===== config.mk =====
export PLATFORM = sky130hd
export DESIGN_NAME = pop_scheduler
export DESIGN_NICKNAME = d
export VERILOG_FILES = /design/src/rtl/pop_scheduler_pkg.sv /design/src/rtl/pop_scheduler_rr_next_queue.sv /design/src/rtl/pop_scheduler.sv
export SDC_FILE = /design/constraint.sdc
export NUM_CORES = 1
export LEC_CHECK = 0
export BUFFER_PORTS_ARGS = -buffer_cell sky130_fd_sc_hd__clkbuf_2
export CORE_UTILIZATION = 50
export CTS_CLUSTER_SIZE = 40
export DETAILED_ROUTE_END_ITERATION = 8
export PLACE_DENSITY_LB_ADDON = 0.05
export SLEW_MARGIN = 10
export SYNTH_ARGS = -nofsm -noshare
export SYNTH_HDL_FRONTEND = slang
export SYNTH_SLANG_ARGS = --single-unit

===== constraint.sdc =====
create_clock -name clk -period 4.5 [get_ports clk]
set_clock_uncertainty 0.1 [all_clocks]
set_input_delay 0.675 -clock clk [delete_from_list [all_inputs] [get_ports clk]]
set_output_delay 0.675 -clock clk [all_outputs]
set_load 0.01 [all_outputs]

===== src/rtl/pop_scheduler_pkg.sv =====
// Shared round-robin definitions for the pop scheduler:
// FSM encoding, default weight and default parameters.
package pop_scheduler_pkg;

  typedef enum logic {
    IDLE  = 1'b0,
    SERVE = 1'b1
  } state_e;

  localparam int DEF_QUEUE_QUANTITY = 4;
  localparam int DEF_DATA_BITS      = 8;
  localparam int DEF_WEIGHT_BITS    = 3;
  localparam int DEF_WEIGHT         = 1;

  function automatic int sel_bits(input int n);
    return (n > 1) ? $clog2(n) : 1;
  endfunction

endpackage


===== src/rtl/pop_scheduler_rr_next_queue.sv =====
// Round-robin search: first eligible queue from start_idx upward
// with wrap, skipping exclude_idx unless it is the only candidate.
module rr_next_queue
  import pop_scheduler_pkg::*;
#(
  parameter int QUEUE_QUANTITY = DEF_QUEUE_QUANTITY
) (
  input  logic [QUEUE_QUANTITY-1:0]           eligible,
  input  logic [sel_bits(QUEUE_QUANTITY)-1:0] start_idx,
  input  logic [sel_bits(QUEUE_QUANTITY)-1:0] exclude_idx,
  output logic [sel_bits(QUEUE_QUANTITY)-1:0] next_idx,
  output logic                                found
);

  localparam int SW = sel_bits(QUEUE_QUANTITY);

  logic [QUEUE_QUANTITY-1:0] cand;
  logic [SW-1:0]             idx;
  int                        t;

  // Candidate mask: drop the excluded queue if anyone else is eligible.
  always_comb begin
    cand = eligible;
    cand[exclude_idx] = 1'b0;
    if (cand == '0) begin
      cand = eligible;
    end
  end

  // Walk upward from start_idx with wrap; keep the first hit.
  always_comb begin
    next_idx = '0;
    found    = 1'b0;
    t        = 0;
    idx      = '0;
    for (int k = 0; k < QUEUE_QUANTITY; k++) begin
      t = int'(start_idx) + k;
      if (t >= QUEUE_QUANTITY) begin
        t = t - QUEUE_QUANTITY;
      end
      idx = SW'(t);
      if (!found && cand[idx]) begin
        found    = 1'b1;
        next_idx = idx;
      end
    end
  end

endmodule


===== src/rtl/pop_scheduler.sv =====
// Weighted round-robin pop scheduler over N FWFT queues with
// per-queue burst credit, backpressure and registered output.
module pop_scheduler
  import pop_scheduler_pkg::*;
#(
  parameter int QUEUE_QUANTITY = DEF_QUEUE_QUANTITY,
  parameter int DATA_BITS      = DEF_DATA_BITS,
  parameter int WEIGHT_BITS    = DEF_WEIGHT_BITS
) (
  input  logic                                clk,
  input  logic                                rst,
  input  logic                                enb,
  input  logic [QUEUE_QUANTITY-1:0]           buf_empty,
  input  logic [QUEUE_QUANTITY-1:0]           almost_empty,
  input  logic [QUEUE_QUANTITY*DATA_BITS-1:0] data_in,
  input  logic                                out_almost_full,
  input  logic                                cfg_wr,
  input  logic [sel_bits(QUEUE_QUANTITY)-1:0] cfg_sel,
  input  logic [WEIGHT_BITS-1:0]              cfg_weight,
  output logic [QUEUE_QUANTITY-1:0]           pop,
  output logic [sel_bits(QUEUE_QUANTITY)-1:0] selector,
  output logic [DATA_BITS-1:0]                data_out,
  output logic                                valid_out,
  output logic                                idle
);

  localparam int SW = sel_bits(QUEUE_QUANTITY);
  localparam logic [WEIGHT_BITS-1:0] W_DEF = WEIGHT_BITS'(DEF_WEIGHT);
  localparam logic [WEIGHT_BITS-1:0] W_ONE = WEIGHT_BITS'(1);
  localparam logic [SW-1:0] SEL_LAST = SW'(QUEUE_QUANTITY - 1);

  state_e                state_q, state_d;
  logic [SW-1:0]         selector_q, selector_d;
  logic [WEIGHT_BITS-1:0] credit_q, credit_d;
  logic [DATA_BITS-1:0]  data_out_q, data_out_d;
  logic                  valid_out_q, valid_out_d;

  logic [WEIGHT_BITS-1:0] weight_q [QUEUE_QUANTITY];
  logic [WEIGHT_BITS-1:0] weight_d [QUEUE_QUANTITY];

  logic [DATA_BITS-1:0]      head_arr [QUEUE_QUANTITY];
  logic [DATA_BITS-1:0]      head_data;
  logic [QUEUE_QUANTITY-1:0] eligible;
  logic [SW-1:0]             start_idx;
  logic [SW-1:0]             next_idx;
  logic                      found;
  logic                      advance;
  logic                      head_empty;
  logic                      pop_now;
  logic                      burst_end;

  // Unpack queue heads and derive per-queue eligibility.
  always_comb begin
    eligible = '0;
    for (int i = 0; i < QUEUE_QUANTITY; i++) begin
      head_arr[i] = data_in[i*DATA_BITS +: DATA_BITS];
      eligible[i] = ~buf_empty[i] & (weight_q[i] != '0);
    end
  end

  assign head_data  = head_arr[selector_q];
  assign head_empty = buf_empty[selector_q];
  assign advance    = enb & ~out_almost_full;
  assign pop_now    = (state_q == SERVE) & advance & ~head_empty;
  assign start_idx  = (selector_q == SEL_LAST) ? '0
                                               : selector_q + SW'(1);

  rr_next_queue #(
    .QUEUE_QUANTITY(QUEUE_QUANTITY)
  ) u_rr_next_queue (
    .eligible   (eligible),
    .start_idx  (start_idx),
    .exclude_idx(selector_q),
    .next_idx   (next_idx),
    .found      (found)
  );

  // One-hot dequeue strobe for the served queue.
  always_comb begin
    pop = '0;
    if (pop_now) begin
      pop[selector_q] = 1'b1;
    end
  end

  // Weight file update; frozen while disabled.
  always_comb begin
    weight_d = weight_q;
    if (enb && cfg_wr) begin
      weight_d[cfg_sel] = cfg_weight;
    end
  end

  // Scheduler next state: burst start, credit spend, queue switch.
  always_comb begin
    state_d     = state_q;
    selector_d  = selector_q;
    credit_d    = credit_q;
    data_out_d  = data_out_q;
    valid_out_d = 1'b0;
    burst_end   = 1'b0;
    if (advance) begin
      unique case (state_q)
        IDLE: begin
          if (found) begin
            state_d    = SERVE;
            selector_d = next_idx;
            credit_d   = weight_q[next_idx];
          end
        end
        SERVE: begin
          if (head_empty) begin
            burst_end = 1'b1;
          end else begin
            valid_out_d = 1'b1;
            data_out_d  = head_data;
            credit_d    = credit_q - W_ONE;
            burst_end   = (credit_q == W_ONE) |
                          almost_empty[selector_q];
          end
          if (burst_end) begin
            if (found) begin
              selector_d = next_idx;
              credit_d   = weight_q[next_idx];
            end else begin
              state_d  = IDLE;
              credit_d = '0;
            end
          end
        end
        default: begin
          state_d = IDLE;
        end
      endcase
    end
  end

  // Scheduler state registers.
  always_ff @(posedge clk or posedge rst) begin
    if (rst) begin
      state_q     <= IDLE;
      selector_q  <= '0;
      credit_q    <= '0;
      data_out_q  <= '0;
      valid_out_q <= 1'b0;
    end else begin
      state_q     <= state_d;
      selector_q  <= selector_d;
      credit_q    <= credit_d;
      data_out_q  <= data_out_d;
      valid_out_q <= valid_out_d;
    end
  end

  // Weight register file.
  always_ff @(posedge clk or posedge rst) begin
    if (rst) begin
      for (int i = 0; i < QUEUE_QUANTITY; i++) begin
        weight_q[i] <= W_DEF;
      end
    end else begin
      weight_q <= weight_d;
    end
  end

  assign selector  = selector_q;
  assign data_out  = data_out_q;
  assign valid_out = valid_out_q;
  assign idle      = (state_q == IDLE);

endmodule

==> out/summary.md, run 1 <==
The run finished with clean final reports. The worst hold path begins at data_out[2]. Cell depth of the worst min-delay path: 1. After floorplanning, the core was divided into 22 placement rows.

The synthesized design devotes to its leading area cell type 28.2% of total area. Worst-path maximum fanout: 14. The minimum period implied by the final worst setup slack was 3.42 ns. Synthesis handed over a netlist of 188 instances.

For this design, the sink count on the clock tree is 27. The capturing element type of the critical path is a flip-flop. The post-cts repair resize count was 0; the number of global-route vias before repair was 1696.

After detailed routing, the number of vias per cell comes to 5.96. In the final routed layout, each cell accounts on average for 15.6 um. For this design the ratio of total power to cell area is 608 nW/um2. Number of slew-limit violations in the final report: 0. Once routing completed, OpenROAD measured the worst setup slack at 1.08 ns. 0 antenna diodes ended up in the layout. Buffers inserted to repair hold after CTS numbered 0. Summing over every cut layer, the via total after detailed routing is 1805. For this run, design rule violations remaining after detail routing come to 0. The first global-routing pass estimated 7.95 mm of wire. The depth of the worst register-to-register path is 11.

Of the cells placed in the final design, the portion with a size suffix greater than 1 is 46.3%. No sink is reached through more buffers than the 2 on the longest clock path. Setup violations remaining at the end of the flow were counted as 0. Ranked by total cell area, the synthesized netlist is headed by sky130_fd_sc_hd__dfrtp_1 (28%), sky130_fd_sc_hd__mux2_2 (11%), sky130_fd_sc_hd__mux4_2 (9.9%).

The tools report the clock root buffer master as sky130_fd_sc_hd__clkbuf_8. The run gives 1 as the H-tree depth reported by CTS. In this run the register-to-register setup slack is 1.08 ns. The run gives 33.4% as the register area share after synthesis. After detailed placement, the total cell area comes to 2420 um2. The detailed placer's ending HPWL was 3.83 mm; the pin count of the biggest net entering global routing was 28. Data arrives at the worst endpoint at 3.53 ns.

Clock-pin slew was measured on the worst setup and hold paths at 0.10 ns. The run gives 2040 um2 as the post-synthesis instance area. The tools report the post-detailed-route count of antenna-violating nets as 0. The tools report the final estimated routing congestion in global placement as 0.889. The tools report the post-route standard cell area excluding fillers as 2470 um2.

Setup repair after global routing left no endpoint under its margin. The area inside the core boundary was 3800 um2. The run gives 312 as the final-stage net count. In this run, CTS created clock tree buffers numbering 3. The highest clock frequency the design can meet came out at 0.292 GHz. Count of endpoints failing hold in the final timing report: 0. Headroom to the max-slew limit came out at 30.6%. For the final total negative setup slack, the log shows 0 ns. For the placement-stage worst setup slack, the log shows 1.13 ns. The worst hold path belongs to the class reg2reg. The synthesis-to-layout area growth was 21.2%; the slew of the pin with the lowest slew margin was 1.04 ns.

After global routing the overflow that remains totals 0. Area of the die: 4340 um2. The dominant synthesized flop cell is sky130_fd_sc_hd__dfrtp_1. The tool flagged a number of max-cap violations equal to 0.

Final hold analysis gives a worst-case slack of 0.419 ns. Buffers added to address setup during post-CTS repair amount to 0. Count of buffers inserted at the top-level ports: 65. The leakage power was 1.12 nW; the initial antenna violation count was 0. Of the available clock period, the critical path in the final layout requires 76.0%. The number of synthesized flops with an enable pin is 0, and the register bit total from synthesis is 27. For the worst setup path, the data required time is 4.60 ns.

The cell type contributing the most total cell area after synthesis is sky130_fd_sc_hd__dfrtp_1. The number of nets handed over by synthesis was 244. The worst setup path is launched from a flip-flop. The run gives 56 as the number of distinct standard cells referenced by the synthesized netlist.

In this run the mean area of a mapped cell was 10.9 um2. Once the floorplan was initialized, standard cells occupied 53.7% of the core. The worst register-to-register path ends at credit_q[0].

The tools report the peak ir drop on the vdd network as 374 uV. Leaving out fill and tap cells, the most frequent cell in the layout is sky130_fd_sc_hd__clkbuf_2. At the end of the flow the core is filled with cells to 65.1%. Clock latency on the worst-skew pair: 0.28 ns. TritonCTS built the clock tree. The number of iterations in the first detailed-routing pass was 4. From left edge to right edge, the die measures 65.9 um.

Classification of the worst setup path: reg2reg. The top cell types in the final layout, fill and taps aside, are sky130_fd_sc_hd__clkbuf_2 (65), sky130_fd_sc_hd__dfrtp_1 (23), sky130_fd_sc_hd__mux2_2 (20), sky130_fd_sc_hd__nor2_1 (18). The count of routing violations after the opening detailed-route iteration came out at 100.

Global routing used 24.0% of the available tracks. Die span in y: 65.9 um. The worst hold path terminates at data_out[2]. During synthesis, Yosys emitted a total of 0 warnings. Counting flops with an async set or reset pin after synthesis yields a share of 100%. The tools report the final wirelength as 4.73 mm.

The startpoint of the worst register-to-register path was selector[1]. In this run the count of I/O pins placed on the die edge is 66.
-- power by group --
| part | switching, mW | internal, mW |
|---|---|---|
| clock | 0.0848 | 0.0651 |
| combinational | 0.526 | 0.427 |
| sequential | 0.0657 | 0.335 |
| total | 0.677 | 0.827 |
-- cells in the mapped netlist, drive strengths merged (2+ instances only) --
| library cell | n |
|---|---|
| clkbuf | 2 |
| dfrtp | 23 |
| buf | 2 |
| a31o | 2 |
| or3 | 4 |
| o2bb2ai | 2 |
| o31ai | 2 |
| mux4 | 10 |
| o211ai | 5 |
| nand3 | 3 |
| inv | 7 |
| a311oi | 2 |
| ha | 6 |
| nand2 | 9 |
| a21o | 3 |
| mux2 | 20 |
| a21oi | 4 |
| a31oi | 2 |
| nor3 | 9 |
| and2 | 4 |
| mux2i | 4 |
| or2 | 4 |
| nand4 | 2 |
| o21ai | 9 |
| o221ai | 2 |
| nand2b | 3 |
| a211o | 2 |
| nor2 | 18 |
| o31a | 2 |
| dfstp | 4 |
-- through the flow --
stage | total power, mW | instances
2_1_floorplan | 1.12 | 188
3_3_place_gp | 1.34 | 299
3_5_place_dp | 1.35 | 299
4_1_cts | 1.51 | 303
5_1_grt | 1.62 | 303
6_report | 1.50 | 303
-- worst max-delay path, cell delays in order (launching register included) --
cell and delay (ns):
sky130_fd_sc_hd__dfrtp_1 0.69, sky130_fd_sc_hd__inv_1 0.16, sky130_fd_sc_hd__ha_1 0.22, sky130_fd_sc_hd__or2_1 0.24, sky130_fd_sc_hd__or2_4 0.26, sky130_fd_sc_hd__a41oi_2 0.23
sky130_fd_sc_hd__o211ai_2 0.20, sky130_fd_sc_hd__a311oi_4 0.40, sky130_fd_sc_hd__o31a_1 0.22, sky130_fd_sc_hd__o21ai_0 0.12, sky130_fd_sc_hd__a2111o_1 0.43, sky130_fd_sc_hd__o211ai_1 0.09
-- sequential cells by signal, indices dropped and copies added, names as in the netlist --
signal / count
state_q: 1
selector: 2
valid_out: 1
data_out: 8
credit_q: 3
weight_q: 12
-- cell type report --
class | count | area [um2]
Fill cell | 311 | 1330
Multi-Input combinational cell | 150 | 1320
Sequential cell | 27 | 681
Timing Repair Buffer | 67 | 340
Tap cell | 48 | 60.1
Clock buffer | 3 | 41.3
Inverter | 7 | 26.3
Clock inverter | 1 | 8.76
-- kinds of logic (layout without fill, tap and decap cells) --
logic type	Yosys count	count (layout)	share of synthesized area, %
compound gates	49	49	21.2
mux	34	34	24.2
fa+ha+maj	6	6	3.68
flops	27	27	33.4
simple gates	61	61	15.4
buf+inv	11	78	2.15
-- how the worst max path moves through the flow --
stage                     slack (ns)        start  cells after the start           to
after global placement          1.17  selector[1]                     11  credit_q[0]
after global routing            0.82  selector[1]                     10  selector[0]
after CTS                       1.09  selector[1]                     11  credit_q[0]
after floorplan                 1.25  selector[1]                     12  credit_q[2]
final                           1.08  selector[1]                     11  credit_q[0]
after detailed placement        1.13  selector[1]                     11  credit_q[0]
-- metal layers --
layer / track usage, % / wire length (um)
met5: 0 / 0
met4: 2.72 / 19
met3: 3.79 / 226
met2: 40.6 / 2290
met1: 33.2 / 2190
No activity file was read; power rests on OpenSTA's default activity.
==> inputs of run 2 (changes only) <==
- CORE_UTILIZATION: 50 -> 46
- clock period: 4.5 -> 2.8 ns (I/O delays scaled with it)
==> run 2 against run 1 <==
The flow now finishes with violations (negative setup slack); critical path type unchanged; critical path depth did not move; sequential share of layout area fell by 4.5 points; setup slack got worse by 1.2 ns; utilization rose by 6.9 points; final cell count rose by 15%; register-to-register slack got worse by 1.2 ns; sequential power rose by 60%; first-iteration DRC count fell by 11%; via count rose by 9.1%.
==> out/summary.md, run 2 (same netlist as run 1, synthesis figures left out) <==
The worst-case IR drop observed on VDD is 521 uV. The flip-flop count of the largest register after layout was 12; the fraction of final layout cells sized beyond drive strength 1 was 62.4%. The most common cell after layout, fill and taps aside is sky130_fd_sc_hd__clkbuf_2. The number of global-route vias before repair is 1881.

In the layout the commonest cells are sky130_fd_sc_hd__clkbuf_2 (65), sky130_fd_sc_hd__buf_4 (44), sky130_fd_sc_hd__dfrtp_1 (21), sky130_fd_sc_hd__mux2_2 (20), sky130_fd_sc_hd__nor2_1 (16). Data arrives at the worst endpoint at 3.04 ns. For the number of I/O pins, the log shows 66.

Summing internal, switching and leakage power gives 2.99 mW. TritonCTS built the clock tree. STA classifies the critical path endpoint as a flip-flop. Clock root buffer master: sky130_fd_sc_hd__clkbuf_8. The core region is 4120 um2.

The logs give 3 for the total setup violations reported at the end of the flow and 2.91 ns for the required time of the critical path. For this block, the routed nets add up to 5.45 mm of wire. In this run the tightest slew margin relative to its limit is 66.0%. The minimum period implied by the final worst setup slack is 2.93 ns. Once placement completed, the tool counted placed cells totaling 340. The initial antenna violation count came out at 0. The H-tree depth reported by CTS was 1.

Summed over all layers, the global routing overflow is 0. The slew of the pin with the lowest slew margin is 0.509 ns. For this configuration, the core starts out at a cell density of 49.6%. The detailed placer's ending HPWL is 4.48 mm, and the via-per-instance ratio is 5.66. The total vias in the final route came out at 1969. The run gives 1.36 nW as the leakage power. Count of standard-cell rows: 23. Dividing total power by cell area gives a power density of 1010 nW/um2. The final clock period utilization by the worst path was 105%; the final-stage net count was 355. For the sink count of the clock tree, the log shows 27.

The count of endpoints failing hold in the final timing report was 0; the detailed-route wire length per cell was 15.7 um. The detail route stage leaves a number of antenna-violating nets equal to 0. The run gives 89 as the count of routing violations after the opening detailed-route iteration. Adding up every negative setup slack in the final design gives -0.296 ns. Entering global routing, the biggest net connects 18 pins.

For the number of slew-limit violations in the final report, the log shows 0. Setup repair after global routing could not meet its margin everywhere. The number of iterations in the first detailed-routing pass came out at 4. The count of buffers inserted at the top-level ports was 65. The clock-pin transition on the worst setup and hold timing paths was 0.10 ns. The number of antenna diodes in the final layout is 0.

The floorplan step set the die height to 68.6 um. STA classifies the critical path startpoint as a flip-flop. Type of the most critical hold path: in2async. The depth of the worst register-to-register path was 11; the total of max-cap violations was 0.

Routability-driven placement finished with a final weighted congestion of 0.897. The run gives 348 as the post-layout instance count excluding filler cells. The DRC violations left was 0; the post-layout worst setup margin was -0.133 ns.

The final reports fail on negative setup slack. weight_q holds more flip-flops than any other register. The flow ran to the end, but the final reports show violations. In the global route stage, overall resource usage came out at 25.4%. Clock latency on the worst-skew pair: 0.28 ns. The logs give 4710 um2 for the area of the die and 72.1% for the share of the core filled with cells. In this run the horizontal extent of the chip is 68.6 um. The tools report the TritonCTS buffer count as 3.

The classification of the worst setup path was reg2reg. The worst-path maximum fanout is 5. Relative to the synthesized area, the layout overhead comes to 45.3%.

The logs give 0.341 GHz for the highest clock frequency the design can meet and 2 for the worst-case clock buffer depth. The global-route wire length before repair is 8.65 mm.
## run 2: cell types whose count changed in the layout (fill, tap and decap cells not counted), moves of 3 or more
cell and delta:
sky130_fd_sc_hd__buf_4 +42, sky130_fd_sc_hd__a21oi_2 +3, sky130_fd_sc_hd__ha_1 -3, sky130_fd_sc_hd__a21oi_1 -3
## run 2: metrics by stage
stage	area, um2	setup slack [ns]	hold slack (ns)
final	2970	-0.133	0.0295
after floorplan	2070	-0.100	0.370
after detailed placement	2760	-0.146	0.354
after CTS	2840	-0.145	0.0420
after global routing	2970	-0.224	0.0737
after global placement	2760	-0.113	0.345
## run 2: power by group
part	leakage, nW	internal, mW	switching [mW]	total, mW
clock	0.0261	0.105	0.128	0.232
combinational	1.01	1.07	1.05	2.12
sequential	0.318	0.541	0.100	0.641
total	1.36	1.72	1.27	2.99
## run 2: worst max-delay path: stages, from the launching register on
cell and delay [ns]:
sky130_fd_sc_hd__dfrtp_2 0.47, sky130_fd_sc_hd__buf_12 0.14, sky130_fd_sc_hd__ha_4 0.15, sky130_fd_sc_hd__or2_4 0.25, sky130_fd_sc_hd__or2_4 0.26, sky130_fd_sc_hd__a31o_2 0.26
sky130_fd_sc_hd__a221o_1 0.30, sky130_fd_sc_hd__a21o_1 0.20, sky130_fd_sc_hd__or3b_1 0.38, sky130_fd_sc_hd__a22o_1 0.19, sky130_fd_sc_hd__o211ai_2 0.06, sky130_fd_sc_hd__o2bb2ai_2 0.11
## run 2: routing by layer
| metal | up-vias | GRT usage (%) | wire length (um) |
|---|---|---|---|
| li1 | 958 | - | - |
| met1 | 958 | 32.2 | 2460 |
| met2 | 49 | 46.1 | 2780 |
| met3 | 4 | 3.45 | 184 |
| met4 | 0 | 4.69 | 31 |
| met5 | - | 0 | 0 |
## run 2: worst paths after layout
kind / startpoint / to / slack [ns]
setup / recovery: selector[0] / credit_q[2] / -0.13
hold / removal: rst / data_out[3] / 0.03
setup reg to reg: selector[0] / credit_q[2] / -0.13
hold reg to reg: data_out[6] / data_out[6] / 0.41
max in group asynchronous: rst / selector[1] / 1.97
min in group clk: cfg_weight[1] / weight_q[4] / 0.32
## run 2: what timing repair did
action | 4_1_cts | 5_1_grt
cloned | 0 | 0
setup buffers | 1 | 3
gates resized for setup | 7 | 20
hold buffers | 0 | 0
pin swaps | 8 | 11
endpoints found under the hold margin | 0 | 0
setup endpoints to repair | 3 | 9
## run 2: final cells by class
cell class | count | area (um2)
repair buffers | 110 | 676
flip-flops and latches | 27 | 683
clock buffers | 3 | 41.3
inverters | 7 | 28.8
multi-input cells | 150 | 1470
well taps | 50 | 62.6
fillers | 332 | 1150
clock inverters | 1 | 8.76
==> inputs of run 3 (changes only) <==
- GPL_TIMING_DRIVEN: default -> 0
==> run 3 against run 2 <==
The flow still finishes with violations (negative setup slack); non-clock buffer count decreased by 18; highest routed layer unchanged; power decreased by 1.4%; clock-buffer cell count unchanged; utilization decreased by 1.1 points; die area unchanged; via count decreased by 3.3%; critical endpoint is now credit_q[0]; first-iteration DRC count increased by 38%; global-route usage decreased by 1.4 points; combinational power about the same.
==> out/summary.md, run 3 (same netlist as run 1, synthesis figures left out) <==
Summed over all cells, the static leakage comes to 1.29 nW. The floorplan die width was 68.6 um; the clock latency on the worst-skew pair was 0.28 ns. The final layout contains 337 nets. For this run, the top clock speed supported by timing is 0.338 GHz.

Detailed routing inserted a total of 1905 vias. Fraction of final layout cells sized beyond drive strength 1: 61.4%. The tools report the count of endpoints failing hold in the final timing report as 0. The tools report the overall track demand over capacity in global routing as 24.1%.

The worst setup path is of the reg2reg kind. The run gives 8.19 mm as the global-route wire length before repair. The final reports fail on negative setup slack. From synthesis to final layout, the design area changed by 43.2%. TritonCTS built the clock tree.

The worst relative slew slack is 34.2%. The die covers 4710 um2. The tools report the number of global-route vias before repair as 1791. The pin count of the biggest net entering global routing is 28, and the TritonCTS buffer count is 3. The peak ir drop on the vdd network is 426 uV. The die is 68.6 um tall. The clock drives 27 sinks.

The flow ran to the end, but the final reports show violations. For the share of the core filled with cells, the log shows 71.0%. After routing the design area is 2920 um2. Summed over all nets, the half-perimeter wirelength after detailed placement is 3.91 mm.

Leaving out fill and tap cells, the most frequent cell in the layout is sky130_fd_sc_hd__clkbuf_2. During placement, the flow inserted port buffers numbering 65. The total setup violations reported at the end of the flow was 3. In this run the remaining antenna-violating nets after routing total 0.

The library cells used most frequently in the layout, excluding fill and tap cells, are sky130_fd_sc_hd__clkbuf_2 (65), sky130_fd_sc_hd__dfrtp_1 (21), sky130_fd_sc_hd__buf_4 (21), sky130_fd_sc_hd__mux2_2 (20), sky130_fd_sc_hd__nor2_1 (13). Adding up every negative setup slack in the final design gives -0.425 ns. For this run the aggregate overflow at the end of global routing stands at 0. The run gives -0.16 ns as the register-to-register setup slack. The core region is 4120 um2. The depth of the worst register-to-register path works out to 12. The number of iterations in the first detailed-routing pass was 4.

The critical path startpoint category was a flip-flop. The detailed-route wire length per cell is 16.4 um, and the final clock period utilization by the worst path is 106%. The clock passes through at most 2 buffers. STA classifies the critical path endpoint as a flip-flop. The clock-pin transition on the worst setup and hold timing paths is 0.09 ns, and the count of routing violations after the opening detailed-route iteration is 123.

The run gives 5.40 mm as the final wirelength. The tools report the critical register-to-register path endpoint as credit_q[0]. The initial antenna violation count is 0. The repair_antennas step left the layout with diodes totalling 0. The total of max-cap violations is 0. The worst hold slack after final layout was 0.240 ns; the via-per-instance ratio was 5.77. Once placement finished, the instance area stood at 2460 um2.

The number of slew-limit violations in the final report is 0. Power spread over the standard cell area amounts to 1010 nW/um2. For the worst setup path, the data required time is 2.90 ns. Pin placement for this block handled 66 I/O pins. The post-layout worst setup margin is -0.157 ns, and the minimum period implied by the final worst setup slack is 2.96 ns.

Setup repair after global routing could not meet its margin everywhere. Count of standard-cell rows: 23. Clock root buffer master: sky130_fd_sc_hd__clkbuf_8. The flip-flop count of the largest register after layout works out to 12.

The final estimated routing congestion in global placement is 0.884. The H-tree depth reported by CTS was 1; the critical path arrival was 3.06 ns. For the DRC violations left, the log shows 0. OpenSTA, run right after detailed placement, puts the worst setup slack at -0.305 ns. Slew of the pin with the lowest slew margin: 0.986 ns. The worst register-to-register path begins at selector[1]. More flip-flops sit in one register than any other, and that register is weight_q.

The worst-path maximum fanout works out to 5. The path class of the tightest hold or removal check is in2async. The initial utilization of the core area, before any placement, comes to 49.6%.
==> run 3: cell count changes in the layout (fill, tap and decap cells not counted), moves of 2 or more <==
cell                      previous run  this run
sky130_fd_sc_hd__a31o_2              2         0
sky130_fd_sc_hd__a31oi_4             0         2
sky130_fd_sc_hd__buf_6               0         2
sky130_fd_sc_hd__buf_4              44        21
sky130_fd_sc_hd__buf_2               0         2
sky130_fd_sc_hd__nor2_4              1         3
sky130_fd_sc_hd__nor2_1             16        13
sky130_fd_sc_hd__nor3_2              3         5
sky130_fd_sc_hd__nor3_1              6         4
sky130_fd_sc_hd__a31oi_1             2         0
sky130_fd_sc_hd__a31o_4              0         2
==> run 3: worst max path at each step <==
stage,from,end
finish,selector[1],credit_q[0]
global route,selector[1],credit_q[0]
CTS,selector[1],credit_q[2]
detailed placement,selector[1],credit_q[0]
global placement,selector[1],credit_q[0]
floorplan,selector[1],credit_q[2]
==> run 3: through the flow <==
stage                     power, mW  instances
final                          2.95        330
after global routing           3.14        330
after CTS                      2.76        324
after detailed placement       2.22        303
after global placement         2.21        303
after floorplan                1.83        188
==> run 3: area by class of cell <==
class | instances | area [um2]
sequential | 27 | 683
inverter | 7 | 31.3
clock inverter | 1 | 7.51
timing repair buffer | 88 | 514
buffer | 4 | 46.3
tap | 50 | 62.6
fill | 315 | 1190
clock buffer | 3 | 41.3
multi-input combinational | 150 | 1540
==> run 3: repair_timing <==
item	in CTS	in global routing
resized for setup	28	18
setup buffers	17	6
setup endpoints to repair	9	9
pin swaps	15	8
hold buffers	0	0
==> run 3: per-layer routing <==
metal / up-vias / share of wire, % / GRT usage, %
met3: 7 / 3.9 / 3.45
li1: 924 / - / -
met5: - / 0 / 0
met1: 923 / 45 / 31.7
met2: 51 / 50 / 40.9
met4: 0 / 1.1 / 6.77
==> run 3: power by group <==
part | internal (mW) | leakage [nW] | switching [mW]
combinational | 0.998 | 0.948 | 1.09
sequential | 0.541 | 0.318 | 0.0983
clock | 0.101 | 0.0217 | 0.121
==> run 3: critical path, cell delays in order (launching register included) <==
cell and delay [ns]:
sky130_fd_sc_hd__dfrtp_2 0.45, sky130_fd_sc_hd__clkbuf_16 0.16, sky130_fd_sc_hd__inv_6 0.05, sky130_fd_sc_hd__ha_2 0.19, sky130_fd_sc_hd__nor2_1 0.07, sky130_fd_sc_hd__o2bb2ai_1 0.16, sky130_fd_sc_hd__o31ai_1 0.47, sky130_fd_sc_hd__o21a_1 0.23
sky130_fd_sc_hd__a21oi_2 0.06, sky130_fd_sc_hd__o31ai_4 0.31, sky130_fd_sc_hd__nand3_1 0.11, sky130_fd_sc_hd__a2111o_1 0.41, sky130_fd_sc_hd__o211ai_1 0.10
